File: src/rtl/simd_alu_pkg.sv
// Shared types for the SIMD saturating ALU: op encoding, FSM states, helpers.
// Build option: define SIMD_SAT_ALU_RED_EN to include the lane-reduction state.
package simd_alu_pkg;

  typedef enum logic [1:0] {
    OP_ADD    = 2'b00,
    OP_SUB    = 2'b01,
    OP_PADDSB = 2'b10,
    OP_RED    = 2'b11
  } op_e;

`ifdef SIMD_SAT_ALU_RED_EN
  typedef enum logic [1:0] {
    IDLE    = 2'b00,
    RED_ACC = 2'b01,
    HOLD    = 2'b10
  } state_e;
`else
  typedef enum logic [1:0] {
    IDLE = 2'b00,
    HOLD = 2'b10
  } state_e;
`endif

  // True when v is a positive power of two; used for elaboration checks.
  function automatic bit is_pow2(input int v);
    return (v > 0) && ((v & (v - 1)) == 0);
  endfunction

endpackage

File: src/rtl/simd_lane_add.sv
// One SIMD lane: LANE_W-bit adder with carry in/out and optional signed
// saturation. sat flags a signed overflow that was clamped (sat_en high only).
module simd_lane_add
  import simd_alu_pkg::*;
#(
  parameter int LANE_W = 4
) (
  input  logic signed [LANE_W-1:0] a,
  input  logic signed [LANE_W-1:0] b,
  input  logic                     cin,
  input  logic                     sat_en,
  output logic signed [LANE_W-1:0] sum,
  output logic                     cout,
  output logic                     sat
);

  logic [LANE_W:0]          full;
  logic signed [LANE_W-1:0] raw;
  logic                     ovf;

  // Clamp an overflowed lane to the most positive or most negative value.
  function automatic logic signed [LANE_W-1:0] sat_lane(
    input logic signed [LANE_W-1:0] v,
    input logic                     o,
    input logic                     neg
  );
    if (!o)
      return v;
    else if (neg)
      return {1'b1, {(LANE_W-1){1'b0}}};
    else
      return {1'b0, {(LANE_W-1){1'b1}}};
  endfunction

  // Raw add, signed overflow detect and optional clamp.
  always_comb begin
    full = {1'b0, a} + {1'b0, b} + {{LANE_W{1'b0}}, cin};
    raw  = full[LANE_W-1:0];
    cout = full[LANE_W];
    ovf  = (a[LANE_W-1] == b[LANE_W-1]) && (raw[LANE_W-1] != a[LANE_W-1]);
    sat  = sat_en & ovf;
    sum  = sat_en ? sat_lane(raw, ovf, a[LANE_W-1]) : raw;
  end

endmodule

File: src/rtl/simd_sat_alu.sv
// SIMD saturating ALU: full-width saturating ADD/SUB, per-lane saturating
// PADDSB, and an optional multi-cycle lane reduction (RED).
// Build option: SIMD_SAT_ALU_RED_EN enables RED; without it op=11 acts as ADD.
module simd_sat_alu
  import simd_alu_pkg::*;
#(
  parameter int WIDTH  = 16,
  parameter int LANE_W = 4
) (
  input  logic             clk,
  input  logic             rst,
  input  logic             in_valid,
  output logic             in_ready,
  input  logic [1:0]       op,
  input  logic [WIDTH-1:0] a,
  input  logic [WIDTH-1:0] b,
  output logic             out_valid,
  input  logic             out_ready,
  output logic [WIDTH-1:0] out_data,
  output logic             ovfl
);

  localparam int LANES = WIDTH / LANE_W;

  if ((WIDTH % LANE_W) != 0) begin : g_chk_width
    $error("simd_sat_alu: WIDTH must be a multiple of LANE_W");
  end
  if (!is_pow2(LANES) || (LANES < 2)) begin : g_chk_lanes
    $error("simd_sat_alu: WIDTH/LANE_W must be a power of two >= 2");
  end

  state_e state, state_nx;
  op_e    op_in;
  logic   out_slot_free;
  logic   accept;
  logic   load_res;

  logic signed [WIDTH-1:0] res_data;
  logic                    res_ovfl;
  logic signed [WIDTH-1:0] fast_data;
  logic                    fast_ovfl;

  logic             is_sub;
  logic             sat_en;
  logic             chain_en;
  logic             word_ovf;
  logic [WIDTH-1:0] b_opnd;
  logic [WIDTH-1:0] lane_sum;
  logic [LANES-1:0] lane_cin;
  logic [LANES-1:0] lane_cout;
  logic [LANES-1:0] lane_sat;

  assign op_in         = op_e'(op);
  assign out_slot_free = ~out_valid | out_ready;
  assign in_ready      = (state == IDLE) & out_slot_free;
  assign accept        = in_valid & in_ready;

  // Saturate a full-width sum: a wrapped sign bit tells the true direction.
  function automatic logic signed [WIDTH-1:0] sat_word(
    input logic signed [WIDTH-1:0] v,
    input logic                    o
  );
    if (!o)
      return v;
    else if (v[WIDTH-1])
      return {1'b0, {(WIDTH-1){1'b1}}};
    else
      return {1'b1, {(WIDTH-1){1'b0}}};
  endfunction

  // Operand conditioning and carry-chain gating for the lane adders.
  always_comb begin
    is_sub = (op_in == OP_SUB);
    sat_en = (op_in == OP_PADDSB);
`ifdef SIMD_SAT_ALU_RED_EN
    chain_en = (op_in == OP_ADD) | (op_in == OP_SUB);
`else
    chain_en = (op_in != OP_PADDSB);
`endif
    b_opnd = is_sub ? ~b : b;
  end

  for (genvar i = 0; i < LANES; i++) begin : g_lane
    if (i == 0) begin : g_cin0
      assign lane_cin[i] = is_sub;
    end else begin : g_cinn
      assign lane_cin[i] = chain_en & lane_cout[i-1];
    end

    simd_lane_add #(
      .LANE_W (LANE_W)
    ) u_lane (
      .a      (a[i*LANE_W +: LANE_W]),
      .b      (b_opnd[i*LANE_W +: LANE_W]),
      .cin    (lane_cin[i]),
      .sat_en (sat_en),
      .sum    (lane_sum[i*LANE_W +: LANE_W]),
      .cout   (lane_cout[i]),
      .sat    (lane_sat[i])
    );
  end

  // Single-cycle result: carry into the MSB is recovered from the sum bit,
  // so word overflow is that carry XOR the final carry-out.
  always_comb begin
    word_ovf = lane_cout[LANES-1] ^ (a[WIDTH-1] ^ b_opnd[WIDTH-1] ^ lane_sum[WIDTH-1]);
    if (sat_en) begin
      fast_data = lane_sum;
      fast_ovfl = |lane_sat;
    end else begin
      fast_data = sat_word(lane_sum, word_ovf);
      fast_ovfl = word_ovf;
    end
  end

`ifdef SIMD_SAT_ALU_RED_EN
  localparam int ACC_W = LANE_W + 1 + $clog2(LANES);
  localparam int IDX_W = $clog2(LANES) + 1;

  if (ACC_W > WIDTH) begin : g_chk_acc
    $error("simd_sat_alu: reduction accumulator wider than WIDTH");
  end

  logic [WIDTH-1:0]         a_red_p1;
  logic [WIDTH-1:0]         b_red_p1;
  logic signed [ACC_W-1:0]  acc_p1;
  logic [IDX_W-1:0]         idx_p1;
  logic [IDX_W-2:0]         lane_sel;
  logic signed [LANE_W-1:0] red_a_lane;
  logic signed [LANE_W-1:0] red_b_lane;
  logic signed [ACC_W-1:0]  pair_sum;
  logic signed [WIDTH-1:0]  acc_ext;
  logic                     red_done;
  logic                     red_start;
  logic                     red_step;

  // Select the current lane pair and sign-extend into the accumulator width.
  always_comb begin
    lane_sel   = idx_p1[IDX_W-2:0];
    red_a_lane = a_red_p1[lane_sel*LANE_W +: LANE_W];
    red_b_lane = b_red_p1[lane_sel*LANE_W +: LANE_W];
    pair_sum   = ACC_W'(red_a_lane) + ACC_W'(red_b_lane);
    acc_ext    = WIDTH'(acc_p1);
    red_done   = (idx_p1 == IDX_W'(LANES));
  end
`endif

  // Next-state and result-load decisions.
  always_comb begin
    state_nx = state;
    load_res = 1'b0;
    res_data = fast_data;
    res_ovfl = fast_ovfl;
`ifdef SIMD_SAT_ALU_RED_EN
    red_start = 1'b0;
    red_step  = 1'b0;
`endif
    case (state)
      IDLE: begin
        if (accept) begin
`ifdef SIMD_SAT_ALU_RED_EN
          if (op_in == OP_RED) begin
            red_start = 1'b1;
            state_nx  = RED_ACC;
          end else begin
            load_res = 1'b1;
          end
`else
          load_res = 1'b1;
`endif
        end
      end
`ifdef SIMD_SAT_ALU_RED_EN
      RED_ACC: begin
        if (!red_done) begin
          red_step = 1'b1;
        end else begin
          res_data = acc_ext;
          res_ovfl = 1'b0;
          if (out_slot_free) begin
            load_res = 1'b1;
            state_nx = IDLE;
          end else begin
            state_nx = HOLD;
          end
        end
      end
      HOLD: begin
        res_data = acc_ext;
        res_ovfl = 1'b0;
        if (out_slot_free) begin
          load_res = 1'b1;
          state_nx = IDLE;
        end
      end
`else
      HOLD: begin
        state_nx = IDLE;
      end
`endif
      default: begin
        state_nx = IDLE;
      end
    endcase
  end

  // State and output register; output holds until consumed or replaced.
  always_ff @(posedge clk) begin
    if (rst) begin
      state     <= IDLE;
      out_valid <= 1'b0;
      out_data  <= '0;
      ovfl      <= 1'b0;
    end else begin
      state <= state_nx;
      if (load_res) begin
        out_valid <= 1'b1;
        out_data  <= res_data;
        ovfl      <= res_ovfl;
      end else if (out_ready) begin
        out_valid <= 1'b0;
      end
    end
  end

`ifdef SIMD_SAT_ALU_RED_EN
  // --- stage p1: operands captured at RED acceptance ---
  always_ff @(posedge clk) begin
    if (red_start) begin
      a_red_p1 <= a;
      b_red_p1 <= b;
    end
  end

  // Accumulate one lane pair per cycle, lane 0 first.
  always_ff @(posedge clk) begin
    if (rst) begin
      acc_p1 <= '0;
      idx_p1 <= '0;
    end else if (red_start) begin
      acc_p1 <= '0;
      idx_p1 <= '0;
    end else if (red_step) begin
      acc_p1 <= acc_p1 + pair_sum;
      idx_p1 <= idx_p1 + 1'b1;
    end
  end
`endif

endmodule

File: config.mk
export PLATFORM = sky130hd
export DESIGN_NAME = simd_sat_alu
export DESIGN_NICKNAME = d
export VERILOG_FILES = /design/src/rtl/simd_alu_pkg.sv /design/src/rtl/simd_lane_add.sv /design/src/rtl/simd_sat_alu.sv
export SDC_FILE = /design/constraint.sdc
export NUM_CORES = 1
export LEC_CHECK = 0
export CAP_MARGIN = 5
export CORE_UTILIZATION = 48
export DETAILED_ROUTE_END_ITERATION = 6
export MAX_ROUTING_LAYER = met4
export PLACE_DENSITY_LB_ADDON = 0.05
export SLEW_MARGIN = 20
export SYNTH_ARGS = -nofsm -noshare
export SYNTH_HDL_FRONTEND = slang
export SYNTH_SLANG_ARGS = --single-unit
export TNS_END_PERCENT = 10
File: constraint.sdc
create_clock -name clk -period 10.8 [get_ports clk]
set_clock_uncertainty 0.15 [all_clocks]
set_input_delay 3.24 -clock clk [delete_from_list [all_inputs] [get_ports clk]]
set_output_delay 3.24 -clock clk [all_outputs]
set_load 0.005 [all_outputs]
Yosys cells after proc, flatten, opt, wreduce, memory -nomap -nowiden
Cells that the tools add are included.
{ "word_totals": {"ff_bits": 18, "in_bits": 38, "out_inout_bits": 19, "wordCells": 62} }
{ "op_classes": {"add_sub_neg": 8, "n_eq_ne": 11, "mux": 20, "n_bitwise": 14, "reduce_logical": 6} }
{ "ops": {"columns": ["operator", "count"], "rows": [
  ["16-bit 2-to-1 mux", 4],
  ["4-bit 2-to-1 mux", 12],
  ["4-bit by 4-bit adder with 5-bit output", 4],
  ["5-bit by 1-bit adder with 5-bit output", 4],
  ["16-bit NOT", 1],
  ["1-bit bitwise AND", 8],
  ["1-bit equality test", 4],
  ["1-bit logical AND", 4],
  ["1-bit 2-to-1 mux", 4],
  ["1-bit != test", 4],
  ["4-bit OR reduction", 1],
  ["1-bit XOR", 3],
  ["2-bit by 1-bit equality test with 1-bit output (second input constant)", 1],
  ["2-bit equality test (second input constant)", 1],
  ["2-bit != test (second input constant)", 1],
  ["2-bit nonzero test", 1],
  ["1-bit NOT", 1],
  ["1-bit bitwise OR", 1]
]} }

Depth between registers and ports, before layout
Gate-level depths: netlist (run 1).
{ "logic_depth": {"word_depth": 18, "depth_mapped": 28, "ltp_nobuf": 26} }

Hierarchy
A second synthesis (run 1) with hierarchy kept.
{ "hier_totals": {"cells_unflattened": 219, "area_unflattened_um2": 2084.5} }
{ "by_module_without_submodules": {"columns": ["module", "n_inst", "cells_each", "area_per_inst_um2", "seq_area_each_um2"], "rows": [
  ["simd_sat_alu", 1, 99, 1048.5, 360.3],
  ["simd_lane_add", 4, 30, 259.0, 0.0]
]} }

Worst setup path before layout (run 1)
No wires, ideal clock.
{ "synth_timing": {"path_type": "input-to-reg", "from": "input op[1]", "to": "register out_data[12]", "setup_time_ps": 117, "arrival_ps": 8483, "required_time_ps": 10533, "path_slack_ps": 2050, "cell_stages": 27, "path_buffers": 3, "cell_sequence": "nand2b_1 clkbuf_1 buf_2 xnor2_1 ha_1 nor2b_1 o21a_1 o21ai_0 fa_1 fa_1 nor2b_1 o21a_1 o21ai_0 fa_1 fa_1 nand2b_1 a21boi_0 o21ai_0 fa_1 inv_1 fa_1 a21o_1 a21oi_4 xnor2_2 buf_6 o21ai_1 a32o_1"} }
{ "synth_between": {"elab_chain_cells": 18, "elab_cells_between_ends": 26, "classes_between": "add/sub (8); eq/ne (5); mux (6); bitwise (6); reduce/logical (1)"} }
{ "synth_lines": {"columns": ["element", "line_no", "source"], "rows": [
  ["from (decl)", "simd_sat_alu.sv:14", "input logic [1:0] op,"],
  ["2-bit by 1-bit equality test with 1-bit output", "simd_sat_alu.sv:73", "is_sub = (op_in == OP_SUB);"],
  ["16-bit 2-to-1 mux", "simd_sat_alu.sv:80", "b_opnd = is_sub ? ~b : b;"],
  ["4-bit by 4-bit adder with 5-bit output", "simd_lane_add.sv:37", "full = {1'b0, a} + {1'b0, b} + {{LANE_W{1'b0}}, cin};"],
  ["5-bit by 1-bit adder with 5-bit output", "simd_lane_add.sv:37", null],
  ["1-bit bitwise AND", "simd_sat_alu.sv:87", "assign lane_cin[i] = chain_en & lane_cout[i-1];"],
  ["5-bit by 1-bit adder with 5-bit output", "simd_lane_add.sv:37", null],
  ["1-bit bitwise AND", "simd_sat_alu.sv:87", null],
  ["5-bit by 1-bit adder with 5-bit output", "simd_lane_add.sv:37", null],
  ["1-bit bitwise AND", "simd_sat_alu.sv:87", null],
  ["5-bit by 1-bit adder with 5-bit output", "simd_lane_add.sv:37", null],
  ["1-bit != test", "simd_lane_add.sv:40", "ovf = (a[LANE_W-1] == b[LANE_W-1]) && (raw[LANE_W-1] != a[LANE_W-1]);"],
  ["1-bit logical AND", "simd_lane_add.sv:40", null],
  ["4-bit 2-to-1 mux", "simd_lane_add.sv:27", "if (!o)"],
  ["4-bit 2-to-1 mux", "simd_lane_add.sv:42", "sum = sat_en ? sat_lane(raw, ovf, a[LANE_W-1]) : raw;"],
  ["1-bit XOR (2 in series)", "simd_sat_alu.sv:106", "word_ovf = lane_cout[LANES-1] ^ (a[WIDTH-1] ^ b_opnd[WIDTH-1] ^ lane_sum[WIDTH-1]);"],
  ["16-bit 2-to-1 mux", "simd_sat_alu.sv:63", "if (!o)"],
  ["16-bit 2-to-1 mux (*)", "simd_sat_alu.sv:107", "if (sat_en) begin"],
  ["to (signal assigned)", "simd_sat_alu.sv:218", "out_data <= res_data;"],
  ["to (decl)", "simd_sat_alu.sv:19", "output logic [WIDTH-1:0] out_data,"]
]} }
Mark *: on every way between the ends. The rest lies on a longest branch, timed or not.
A chain may end at the register's enable or synchronous reset.

Final worst setup path (run 1)
{ "layout_timing": {"from": "input op[1]", "to": "register out_data[6]"} }
The elaborated chain is that of the path after synthesis.

==> flow_metrics.py, run 1 <==
metrics = {
    "floorplan": {
        "core-area_um2": 3771,
        "die-area_um2": 4307,
        "dieWidth_um": 65.63,
        "io_pins": 57,
        "die_y_um": 65.63,
        "start_util_pct": 51.53,
        "rows": 22,
    },
    "synthesis": {
        "yosysTopAreaCell": "dfxtp_1",
        "synth-edff-count": 0,
        "synth_warnings": 0,
        "ys_ff_latch": 18,
        "synth_area_leaders": "dfxtp_1 (19%), xnor2_1 (9.0%), ha_1 (7.7%)",
        "synth.avg_cell_area_um2": 8.269,
        "netlist.area_leader.share_pct": 18.54,
        "synth_ff_type": "dfxtp_1",
        "netlist_area_um2": 1943,
        "synth_adder_area_share_pct": 14.94,
        "synthMuxAreaShare_pct": 0.5151,
        "synth_async_sr_flop_share_pct": 0,
        "synth_compound_area_share_pct": 32.07,
        "yosysUniqueCellTypes": 50,
        "synthXorXnorAreaFrac_pct": 13.01,
        "synth_seq_area_share_pct": 18.54,
        "synth_top_family_by_area": "compound AO/OA/AOI/OAI gates",
        "synth_cells": 235,
        "syn-num-nets": 292,
        "synth-simple-area-share_pct": 13.72,
    },
    "clocking": {
        "cts_resized": 0,
        "hold_buffers": 0,
        "numClockSinks": 18,
        "htree_num_levels": 1,
        "clk_latency_ns": 0.25,
        "cts_root_buffer": "clkbuf_8",
        "clock_path_buffers": 2,
        "cts_tree": "built",
        "post-cts-setup-buffer-count": 0,
        "clkSlewWorstSetupHoldPaths_ns": 0.07,
        "cts_inserted_buffers": 3,
    },
    "routing": {
        "detail_route.wl_per_cell_um": 13.58,
        "drc_errors": 0,
        "drtPass1Iterations": 4,
        "wirelength_mm": 4.467,
        "routed_via_density": 5.559,
        "first_iter_violations": 72,
        "dr_total_vias": 1829,
        "ant_nets": 0,
    },
    "placement": {
        "dpl.hpwl_mm": 3.425,
        "placed_area_um2": 2499,
        "globalplace.congestion": 0.8315,
        "portBuffers": 56,
    },
    "worst_setup_path": {
        "crit_type": "in2reg",
        "cp_max_fo": 15,
        "cp.arrival_ns": 9.50,
        "r2r-end": "ovfl",
        "crit_path_start": "op[1]",
        "critPathMaxStageDelay_ns": 0.59,
        "cp_common_cell": "fa_1",
        "required_ns": 10.80,
        "timing.rr.start": "out_valid",
        "endpoint_kind": "flip-flop",
        "r2r_slack_ns": 8.63,
        "ff2ff_path_depth": 6,
        "crit_end": "out_data[6]",
        "slowest_stage": "xnor2_2",
        "cp-start-kind": "input pin",
    },
    "final_layout": {
        "nNetsFinal": 340,
        "drive_gt1_share_pct": 4.982,
        "seqCellArea_um2": 360.3,
        "multi_input_area_um2": 1443,
        "fillers": 343,
        "mostFrequentLayoutCells": "clkdlybuf4s50_1 (56), xnor2_1 (20), o21ai_0 (18), dfxtp_1 (18), inv_1 (16)",
        "num_antenna_cells": 0,
        "final_core_util_pct": 67.35,
        "synthToLayoutAreaGrowth_pct": 30.71,
        "final_cell_area_um2": 2540,
        "final_common_cell": "clkdlybuf4s50_1",
    },
    "global_routing": {
        "grt_use_total_pct": 22.59,
        "grt_use_met3_pct": 4.340,
        "gr-total-overflow": 0,
        "met1_usage_pct": 27.47,
        "grt_pass1_wl_mm": 7.376,
        "use_met2_pct": 39.03,
        "top_usage_layer": "met2",
        "grt_max_degree": 19,
        "antenna_found_initial": 0,
        "grt_pass1_vias": 1652,
    },
    "sta": {
        "hold_ws_ns": 0.3010,
        "period_minus_slack_ns": 9.500,
        "slew-limit-headroom_pct": 26.78,
        "achievable-frequency_mhz": 105.3,
        "rsz0062_at_grt": "no",
        "finalSetupTns_ns": 0,
        "finalCritPeriodShare_pct": 87.96,
        "setup_violations": 0,
        "slew_violations": 0,
        "final_hold_viol_count": 0,
        "tightest_slew_ns": 1.094,
    },
    "power": {
        "power_leakage_nw": 0.9952,
        "power.density_nw_per_um2": 117.0,
        "ir_worst_vdd_mv": 0.08920,
        "p_total_mw": 0.2971,
    },
    "hold_path": {
        "min_path_type": "reg2reg",
    },
    "job": {
        "maxCapViolCount": 0,
    },
    "run_status": {
        "status": "completed",
    },
}
[synth_stat cells, types with 5 or more instances]
master / count
a21oi_1: 11
a31oi_1: 6
a32o_1: 8
clkbuf_1: 5
dfxtp_1: 18
fa_1: 7
ha_1: 12
inv_1: 16
nand2_1: 10
nand2b_1: 9
nor2_1: 13
o211ai_1: 5
o21a_1: 5
o21ai_0: 18
o21ai_1: 12
xnor2_1: 20
xor2_1: 7
[layout make-up]
cell class	count	share of cell area, %
flip-flops and latches	18	14.19
repair buffers	58	22.66
multi-input cells	186	56.80
clock buffers	3	1.626
well taps	48	2.365
inverters	16	2.365
[state kept, by name, summed over array words and instances (netlist names)]
| signal | count |
|---|---|
| out_data | 16 |
| ovfl | 1 |
| out_valid | 1 |
[stage by stage]
step / std cells / setup WS [ns]
4_1_cts: 329 / 1.315
2_1_floorplan: 235 / 2.050
3_3_place_gp: 326 / 1.196
6_report: 329 / 1.300
5_1_grt: 329 / 0.8805
3_5_place_dp: 326 / 1.050
[cells by family (layout without fill, tap and decap cells)]
kind of cell / after synthesis / after routing
and+or+nand+nor: 49 / 49
muxes: 1 / 1
DFF: 18 / 18
AOI/OAI and AO/OA: 89 / 89
buffers and inverters: 31 / 77
adders and majority gates: 19 / 19
xor gates and xnor gates: 28 / 28
[power breakdown]
| part | internal (mW) | switching (mW) |
|---|---|---|
| logic | 0.0836 | 0.0843 |
| registers | 0.0759 | 0.00534 |
| clock network | 0.0248 | 0.0231 |
[per-layer routing]
| metal | vias to the layer above | wire length, µm |
|---|---|---|
| met5 | - | 0 |
| met1 | 852 | 2090 |
| met3 | 4 | 158 |
| met4 | 0 | 37 |
| met2 | 41 | 2180 |
| li1 | 932 | - |
[worst max-delay path: cells and delay by family]
family / cells / cell delay, ns
adder cells (fa/ha/maj): 7 / 2.64
AO/OA/AOI/OAI: 10 / 1.43
buffers and inverters: 3 / 0.89
XOR/XNOR: 2 / 0.69
AND/OR/NAND/NOR: 4 / 0.58
[worst min-delay path by stage]
stage	from	end	slack, ns	cells after the start
floorplan	out_data[7]	out_data[7]	0.29	2
global placement	out_data[7]	out_data[7]	0.29	2
detailed placement	out_data[11]	out_data[11]	0.29	2
CTS	out_data[7]	out_data[7]	0.31	2
global route	out_data[2]	out_data[2]	0.33	1
finish	out_data[7]	out_data[7]	0.30	2
Power figures use the tool's default switching activity.
==> inputs of run 2 (changes only) <==
- SLEW_MARGIN: 20 -> 40
==> run 2 against run 1 <==
  * Sequential share of layout area barely moved
  * Flip-flop and latch count did not move
  * Combinational power barely moved
  * Clock power barely moved
  * Global-route usage rose by 0.54 points
  * Hold slack improved by 0.0023 ns
  * Worst setup slack got worse by 0.0066 ns
  * Routed wire length rose by 1.5%
  * Final area barely moved
  * Core utilization rose by 0.066 points
  * Via count rose by 1.7%
  * Register-to-register slack improved by 0.31 ns
  * Critical path type unchanged
==> flow_metrics.py, run 2 (synthesized netlist as in run 1, its figures left out) <==
metrics = {
    "sta": {
        "achievable-frequency_mhz": 105.2,
        "finalSetupTns_ns": 0,
        "setup_violations": 0,
        "period_minus_slack_ns": 9.506,
        "rsz0062_at_grt": "no",
        "tightest_slew_ns": 0.6987,
        "final_hold_viol_count": 0,
        "slew_violations": 0,
        "finalCritPeriodShare_pct": 88.02,
        "slew-limit-headroom_pct": 53.19,
    },
    "routing": {
        "drc_errors": 0,
        "first_iter_violations": 97,
        "routed_via_density": 5.653,
        "ant_nets": 0,
        "detail_route.wl_per_cell_um": 13.78,
        "dr_total_vias": 1860,
        "wirelength_mm": 4.534,
        "drtPass1Iterations": 4,
    },
    "clocking": {
        "hold_buffers": 0,
        "cts_tree": "built",
        "cts_root_buffer": "clkbuf_8",
        "numClockSinks": 18,
        "htree_num_levels": 1,
        "post-cts-setup-buffer-count": 0,
        "cts_inserted_buffers": 3,
        "cts_resized": 0,
        "clock_path_buffers": 2,
        "clk_latency_ns": 0.25,
        "clkSlewWorstSetupHoldPaths_ns": 0.07,
    },
    "final_layout": {
        "num_antenna_cells": 0,
        "largest-register": "out_data",
        "synthToLayoutAreaGrowth_pct": 30.84,
        "nNetsFinal": 340,
        "largest_register_ffs": 16,
        "mostFrequentLayoutCells": "clkdlybuf4s50_1 (56), xnor2_1 (20), o21ai_0 (18), dfxtp_1 (18), inv_1 (16)",
        "biggestRegsByFlops": "out_data (16), out_valid (1), ovfl (1)",
        "final_common_cell": "clkdlybuf4s50_1",
        "drive_gt1_share_pct": 5.338,
        "final_core_util_pct": 67.42,
    },
    "floorplan": {
        "die_y_um": 65.63,
        "start_util_pct": 51.53,
        "rows": 22,
        "io_pins": 57,
        "dieWidth_um": 65.63,
        "core-area_um2": 3771,
        "die-area_um2": 4307,
    },
    "placement": {
        "dpl.hpwl_mm": 3.415,
        "portBuffers": 56,
        "globalplace.congestion": 0.8315,
    },
    "power": {
        "power.density_nw_per_um2": 117.1,
        "pwr-share-comb_pct": 56.6,
        "p_total_mw": 0.2978,
        "intPower_mw": 0.1843,
        "pwr-share-seq_pct": 27.3,
        "ir_worst_vdd_mv": 0.08886,
        "switching_power_mw": 0.1134,
        "power.share.clock_pct": 16.1,
        "power_leakage_nw": 0.9952,
        "sw_frac_of_total_pct": 38.09,
    },
    "global_routing": {
        "gr-total-overflow": 0,
        "antenna_found_initial": 0,
        "grt_pass1_wl_mm": 7.576,
        "grt_pass1_vias": 1680,
        "grt_max_degree": 19,
        "grt_use_total_pct": 23.13,
    },
    "worst_setup_path": {
        "crit_type": "in2reg",
        "cp.arrival_ns": 9.51,
        "cp-start-kind": "input pin",
        "cp_max_fo": 15,
        "required_ns": 10.80,
        "endpoint_kind": "flip-flop",
    },
    "hold_path": {
        "min_path_type": "reg2reg",
    },
    "run_status": {
        "status": "completed",
    },
    "job": {
        "maxCapViolCount": 0,
    },
}
[run 2: metrics by stage]
step	worst slack [ns]	hold WS, ns	instances	cell area (µm²)
after global routing	0.7680	0.3319	329	2542
after detailed placement	1.069	0.2925	326	2501
after CTS	1.311	0.3059	329	2542
after floorplan	2.050	0.2917	235	1943
final	1.294	0.3033	329	2542
after global placement	1.196	0.2938	326	2499
[run 2: path summary, 6_finish.rpt]
path | endpoint | cells after the start | start | slack, ns
worst max-delay path | out_data[0] | 26 | op[1] | 1.29
worst min-delay path | out_data[7] | 2 | out_data[7] | 0.30
worst max register to register | ovfl | 6 | out_valid | 8.94
worst min register to register | out_data[7] | 2 | out_data[7] | 0.30
[run 2: area by class of cell]
type	count	area, µm²
fillers	335	1229
inverters	16	60.06
clock buffers	3	41.29
flip-flops and latches	18	360.3
well taps	48	60.06
multi-input cells	186	1445
repair buffers	58	575.6
[run 2: layer usage]
metal	up-vias	part of all wire, %	track usage, %
met1	871	47	28.26
met2	55	47	39.03
met4	0	0.75	4.348
met5	-	0	-
met3	4	5.0	5.035
li1	930	-	-
[run 2: power by group through the flow]
stage	Combinational, mW	Clock, mW	Sequential, mW
2_1_floorplan	0.116	0	0.0830
3_3_place_gp	0.165	0	0.0827
6_report	0.169	0.0479	0.0813
4_1_cts	0.168	0.0490	0.0814
5_1_grt	0.187	0.0520	0.0822
3_5_place_dp	0.167	0	0.0829
[run 2: critical path: stages]
cell and delay [ns]:
clkdlybuf4s50_1 0.52, nand2b_1 0.16, buf_4 0.28, xnor2_1 0.11, ha_1 0.32, nor2b_1 0.14
o21a_1 0.11, o21ai_0 0.09, fa_1 0.43, fa_1 0.42, nor2b_1 0.13, o21a_1 0.11
o21ai_0 0.09, fa_1 0.44, fa_1 0.41, nand2b_1 0.15, a21boi_0 0.18, o21ai_0 0.13
fa_1 0.42, inv_1 0.09, fa_1 0.19, a21o_1 0.17, a21oi_4 0.09, xnor2_2 0.60
o21ai_0 0.19, a32o_1 0.29
==> inputs of run 3 (changes only) <==
- CORE_ASPECT_RATIO: not set -> 0.9
- TNS_END_PERCENT: 10 -> 1
==> run 3 against run 2 <==
  * Sequential power about the same
  * Core utilization is 0.075 points higher
  * Fmax about the same
  * Highest routed layer unchanged
  * First-iteration DRC count is the same
==> flow_metrics.py, run 3 (synthesized netlist as in run 1, its figures left out) <==
metrics = {
    "worst_setup_path": {
        "endpoint_kind": "flip-flop",
        "r2r-end": "ovfl",
        "path_buf_inv": 3,
        "ff2ff_path_depth": 6,
        "crit_family": "adder cells",
        "cp_max_fo": 15,
        "required_ns": 10.80,
        "cp-start-kind": "input pin",
        "cp.arrival_ns": 9.50,
        "r2r_slack_ns": 8.89,
        "timing.rr.start": "out_valid",
        "crit_type": "in2reg",
        "cp_common_cell": "fa_1",
        "slowest_stage": "xnor2_2",
        "critPathMaxStageDelay_ns": 0.63,
    },
    "final_layout": {
        "final_common_cell": "clkdlybuf4s50_1",
        "fillers": 349,
        "drive_gt1_share_pct": 5.674,
        "largest_register_ffs": 16,
        "fin_cells": 328,
        "synthToLayoutAreaGrowth_pct": 31.42,
        "nNetsFinal": 340,
        "largest-register": "out_data",
        "biggestRegsByFlops": "out_data (16), out_valid (1), ovfl (1)",
        "mostFrequentLayoutCells": "clkdlybuf4s50_1 (56), xnor2_1 (20), o21ai_0 (18), dfxtp_1 (18), inv_1 (16)",
        "num_antenna_cells": 0,
    },
    "floorplan": {
        "core-area_um2": 3784,
        "dieWidth_um": 69.07,
        "die_y_um": 62.36,
        "io_pins": 57,
        "rows": 21,
        "start_util_pct": 51.36,
        "die-area_um2": 4307,
    },
    "clocking": {
        "hold_buffers": 0,
        "cts_root_buffer": "clkbuf_8",
        "post-cts-setup-buffer-count": 0,
        "numClockSinks": 18,
        "cts_tree": "built",
        "clkSlewWorstSetupHoldPaths_ns": 0.08,
        "clk_latency_ns": 0.26,
        "htree_num_levels": 1,
        "cts_inserted_buffers": 3,
        "clock_path_buffers": 2,
        "cts_resized": 0,
    },
    "power": {
        "p_total_mw": 0.3093,
        "power.density_nw_per_um2": 121.1,
        "power_leakage_nw": 1.002,
        "ir_worst_vdd_mv": 0.06769,
    },
    "routing": {
        "drtPass1Iterations": 4,
        "routed_via_density": 5.585,
        "first_iter_violations": 97,
        "drc_errors": 0,
        "ant_nets": 0,
        "dr_total_vias": 1832,
        "detail_route.wl_per_cell_um": 13.84,
        "wirelength_mm": 4.538,
    },
    "hold_path": {
        "hold_path_depth": 2,
        "min_path_type": "reg2reg",
        "worstHoldStart": "out_data[11]",
        "min_to": "out_data[11]",
    },
    "placement": {
        "post-place-cells": 324,
        "globalplace.congestion": 0.8131,
        "portBuffers": 56,
        "dpl.hpwl_mm": 3.451,
    },
    "run_status": {
        "status": "completed",
    },
    "global_routing": {
        "gr-total-overflow": 0,
        "antenna_found_initial": 0,
        "grt_use_total_pct": 22.75,
        "grt_pass1_wl_mm": 7.914,
        "grt_pass1_vias": 1692,
        "grt_max_degree": 19,
    },
    "sta": {
        "achievable-frequency_mhz": 105.3,
        "rsz0062_at_grt": "no",
        "finalCritPeriodShare_pct": 87.97,
        "period_minus_slack_ns": 9.500,
        "finalSetupTns_ns": 0,
        "slew_violations": 0,
        "setup_violations": 0,
        "final_hold_viol_count": 0,
        "hold_ws_ns": 0.3026,
        "tightest_slew_ns": 0.7400,
        "slew-limit-headroom_pct": 50.62,
    },
    "job": {
        "maxCapViolCount": 0,
    },
}
run 3: cell types whose count changed in the layout (fill, tap and decap cells not counted):
| cell | delta |
|---|---|
| clkbuf_8 | +1 |
run 3: routing by layer:
layer | vias up | global-route usage, % | wire (µm) | share of wire, %
met5 | - | - | 0 | 0
met4 | 0 | 3.827 | 34 | 0.75
met3 | 4 | 2.922 | 209 | 4.6
met2 | 57 | 34.59 | 2025 | 45
met1 | 836 | 32.70 | 2270 | 50
li1 | 935 | - | - | -
run 3: stage by stage:
stage                     area, µm²  utilization (%)  setup WS [ns]
after global placement         2496            65.97          1.182
final                          2554            67.49          1.300
after global routing           2554            67.49         0.7571
after detailed placement       2499            66.04          1.055
after floorplan                1943                -          2.050
after CTS                      2554            67.49          1.312
run 3: where the power goes:
group | total, mW | switching, mW | leakage, nW | internal [mW]
combinational | 0.169 | 0.0858 | 0.825 | 0.0836
sequential | 0.0812 | 0.00538 | 0.149 | 0.0759
clock | 0.0587 | 0.0262 | 0.0288 | 0.0325
run 3: worst min-delay path, cell delays in order (launching register included):
cell and delay, ns:
dfxtp_1 0.31, nand2_1 0.05, o21ai_1 0.05
run 3: area by class of cell:
type                       instances  area, µm²  share of cell area (%)
inverter                          16      60.06                   2.352
clock buffer                       4      55.05                   2.156
tap                               46      57.56                   2.254
timing repair buffer              58      575.6                   22.54
sequential                        18      360.3                   14.11
multi-input combinational        186       1445                   56.59
run 3: how the worst max path moves through the flow:
stage                     slack, ns  startpoint           end  depth (start not counted)
after floorplan                2.05       op[1]  out_data[12]                         27
after global placement         1.18       op[1]   out_data[0]                         26
after detailed placement       1.06       op[1]   out_data[0]                         26
after CTS                      1.31       op[1]   out_data[0]                         26
after global routing           0.76       op[1]   out_data[6]                         26
final                          1.30       op[1]   out_data[2]                         26
==> variant 1 (settings of run 2) <==
Register the output `ovfl` once more, with the module's reset; this adds one clock of latency there. The other outputs are not delayed to match.
--- a/src/rtl/simd_sat_alu.sv
+++ b/src/rtl/simd_sat_alu.sv
@@ -24,2 +24,4 @@
 
+  logic ovfl_s0;
+
   if ((WIDTH % LANE_W) != 0) begin : g_chk_width
@@ -212,3 +214,3 @@
       out_data  <= '0;
-      ovfl      <= 1'b0;
+      ovfl_s0   <= 1'b0;
     end else begin
@@ -218,3 +220,3 @@
         out_data  <= res_data;
-        ovfl      <= res_ovfl;
+        ovfl_s0   <= res_ovfl;
       end else if (out_ready) begin
@@ -249,2 +251,10 @@
 
+  always_ff @(posedge clk) begin
+    if (rst) begin
+      ovfl <= '0;
+    end else begin
+      ovfl <= ovfl_s0;
+    end
+  end
+
 endmodule
Behaviour: not the same (Yosys sat finds a counterexample within 4 cycles, from zero or initial values and one cycle with rst high).
==> variant 1 against run 2 <==
Sequential cell count grew 1; utilization grew 1.3 points; global-route usage grew 2.3 points; final area grew 2.7%; synthesized cell count grew 8.5%; worst setup slack lost 190 ps; power grew 3.7%; area after synthesis grew 2.1%; wire length grew 13%; die area grew 2.0%; clock power grew 13%; register-to-register slack lost 240 ps; sequential power grew 4.9%; critical endpoint is now out_data[1]; largest cell class unchanged.
==> variant 1: results (changes against run 2) <==
status = completed
post-place setup slack = 854 ps (-215 ps)
Synth Area in Adders = 0.146 (-0.00302)
Leak Pwr = 1.04 nW (+4.4%)
Hold Path Sink = out_data[13]
Vias/cell = 5.84 (+3.4%)
reg-to-reg endpoint = out_data[5]
final std cells w/o fill = 353 (+7.3%)
layout filler cell count = 347 (+3.6%)
Residual DRC = 0 (unchanged)
Largest Register = out_data
reg2reg path depth = 6 (unchanged)
Cell variety after synth = 53 (+6.0%)
Net Sw Power = 122 uW (+7.4%)
R2R setup slack = 8700 ps (-240 ps)
worst slew pin tran = 638 ps (-60.5 ps)
CP Data Arrival Time = 9690 ps (+180 ps)
Detailed Route Iter0 Violations = 215 (+120%)
clock-pin slew of the registers on the worst-case setup and hold paths = 80 ps
max reg flops = 16 (unchanged)
P_comb = 170 uW
layout cell share with drive strength beyond 1 = 0.0492 (-0.00420)
DP Area = 2560 um^2 (+2.5%)
end of the critical path = out_data[1]
top post-synthesis cells by count = 25 x o21ai_0, 23 x nor2_1, 20 x a21oi_1
wire per inst = 14.6 um (+5.8%)
Min Hold Slack = 299 ps (-3.80 ps)
hold_sp = out_data[13]
global-route wire length before repair = 8.28 mm (+9.3%)
Clk Latency, worst-skew pair = 270 ps (+20 ps)
Synth Flop Type = dfxtp_1
critical path peak fanout = 10 (-5)
post-route clock period utilization = 0.898 (+0.0174)
# nets final = 363 (+6.8%)
sequential fraction of the synthesis area = 0.192 (+0.00635)
post-DP HPWL = 3.91 mm (+14%)
# Post-CTS Setup Buffers = 0 (unchanged)
CP max-delay cell = fa_1
area fraction in compound gates after synthesis = 0.314 (-0.00711)
n_diodes = 0 (unchanged)
slowest stage delay, CP = 460 ps (-140 ps)
vias in the first global route = 1,849 (+10%)
Pwr Total = 309 uW (+3.7%)
mux contribution to synthesized area = 0.0164 (+0.0113)
maximum VDD drop = 0.0589 mV (-34%)
GPL Wtd Cong = 0.863 (+3.8%)
Reg power frac = 0.276 (+0.003)
gr usage total = 0.254 (+0.0229)
XOR/XNOR Fraction of Synth Area = 0.102 (-0.0285)
syn_nets = 312 (+6.8%)
top post-synthesis cells by area = dfxtp_1 19%, xnor2_1 7.9%, ha_1 7.6%, fa_1 7.1%, o21ai_0 6.3%
Avg Cell Area, Syn = 7.78 um^2 (-5.9%)
H-tree depth = 1 (unchanged)
==> variant 1: changes by cell type after synthesis, moves of 4 or more <==
cell,change
a32o_1,-7
a22o_1,+4
nand2_1,+6
nand2b_1,-4
a21oi_1,+9
o21ai_0,+7
nor2_1,+10
o21ai_1,-7
==> variant 1: final cells by class <==
type                    count  area, um^2  share of cell area
flip-flops and latches     19         380               0.146
repair buffers             59         583               0.223
multi-input cells         205        1470               0.564
clock inverters             1        5.00             0.00192
clock buffers               3        41.3              0.0158
inverters                  18        67.6              0.0259
well taps                  48        60.1              0.0230
==> variant 1: tightest hold or removal path, delay by kind of cell, from the launching register on <==
kind	cells	cell delay, ps
compound gates	1	50
flops	1	320
simple gates	1	50
==> variant 1: metal layers <==
layer,up-vias,part of all wire,GRT usage
met4,0,0.012,0.0691
met5,-,0,-
met2,97,0.47,0.418
li1,1018,-,-
met3,10,0.081,0.0431
met1,938,0.43,0.320
==> variant 2 (settings of run 2) <==
Made on the original files. `LANE_W` is set to 4 in 2 places; all go to 8.
--- a/src/rtl/simd_lane_add.sv
+++ b/src/rtl/simd_lane_add.sv
@@ -5,3 +5,3 @@
 #(
-  parameter int LANE_W = 4
+  parameter int LANE_W = 8
 ) (
--- a/src/rtl/simd_sat_alu.sv
+++ b/src/rtl/simd_sat_alu.sv
@@ -7,3 +7,3 @@
   parameter int WIDTH  = 16,
-  parameter int LANE_W = 4
+  parameter int LANE_W = 8
 ) (
Behaviour: not the same (a bounded check fails within 4 cycles, from zero or initial values and one cycle with rst high).
==> variant 2 against run 2 <==
Wire length decreased by 8.7%; sequential power up 2%; area after synthesis is 7.2% lower; power grew 0.13%; sequential cell count is the same; final area fell by 3.3%; worst setup slack better by 1300 ps; critical path depth decreased by 7; final cell count decreased by 1.2%; critical path type unchanged; largest cell class unchanged; highest routed layer unchanged.
==> variant 2: results (changes against run 2) <==
status = completed
mux contribution to synthesized area = 0.0291 (+0.0240)
CP max-delay cell = clkdlybuf4s50_1
worst slew pin tran = 735 ps (+36.0 ps)
layout cell share with drive strength beyond 1 = 0.0609 (+0.00755)
multi-input gates = 194 (+4.3%)
clk pwr = 52.6 uW (+9.8%)
syn_nets = 280 (-4.1%)
switching share of total power = 0.352 (-0.0291)
sequential cell area share = 0.147 (+0.00491)
Inverters = 6 (-10)
area fraction of clock buffers and clock inverters = 0.0224 (+0.00616)
sequential fraction of the synthesis area = 0.200 (+0.0144)
Leak Pwr = 0.943 nW (-5.3%)
DP Area = 2400 um^2 (-4.0%)
GR Layer Usage met3 = 0.0163 (-0.0340)
met1 Use GR = 0.327 (+0.0445)
Min Hold Slack = 306 ps (+2.56 ps)
Combinational Power Share = 0.546 (-0.020)
met2 WL = 1.77 mm (-18%)
GPL Wtd Cong = 0.937 (+13%)
XOR/XNOR Fraction of Synth Area = 0.121 (-0.00863)
CP Data Arrival Time = 8180 ps (-1330 ps)
reg2reg path depth = 5 (-1)
Avg Cell Area, Syn = 8.01 um^2 (-3.1%)
## variant 2: cell count changes in the layout (fill, tap and decap cells not counted), moves of 5 or more
cell / run 2 / this run
o21ai_1: 12 / 1
nand2_1: 10 / 16
inv_1: 16 / 6
o21ai_0: 18 / 11
a31oi_1: 6 / 0
nand2b_1: 9 / 4
a32o_1: 8 / 0
o211ai_1: 5 / 12
a21oi_1: 11 / 17
nor2_1: 12 / 26
## variant 2: worst max-delay path: cells and delay by family
family / cells / cell delay, ps
buffers and inverters: 2 / 780
and+or+nand+nor: 4 / 880
adders and majority gates: 3 / 1310
AOI/OAI and AO/OA: 9 / 1820
xor gates and xnor gates: 1 / 150
## variant 2: cells by family (layout without fill, tap and decap cells)
family | after synthesis | after routing
fa+ha+maj | 17 | 17
xor+xnor | 25 | 25
buf+inv | 13 | 67
mux | 5 | 5
flops | 18 | 18
compound gates | 81 | 81
simple gates | 66 | 66
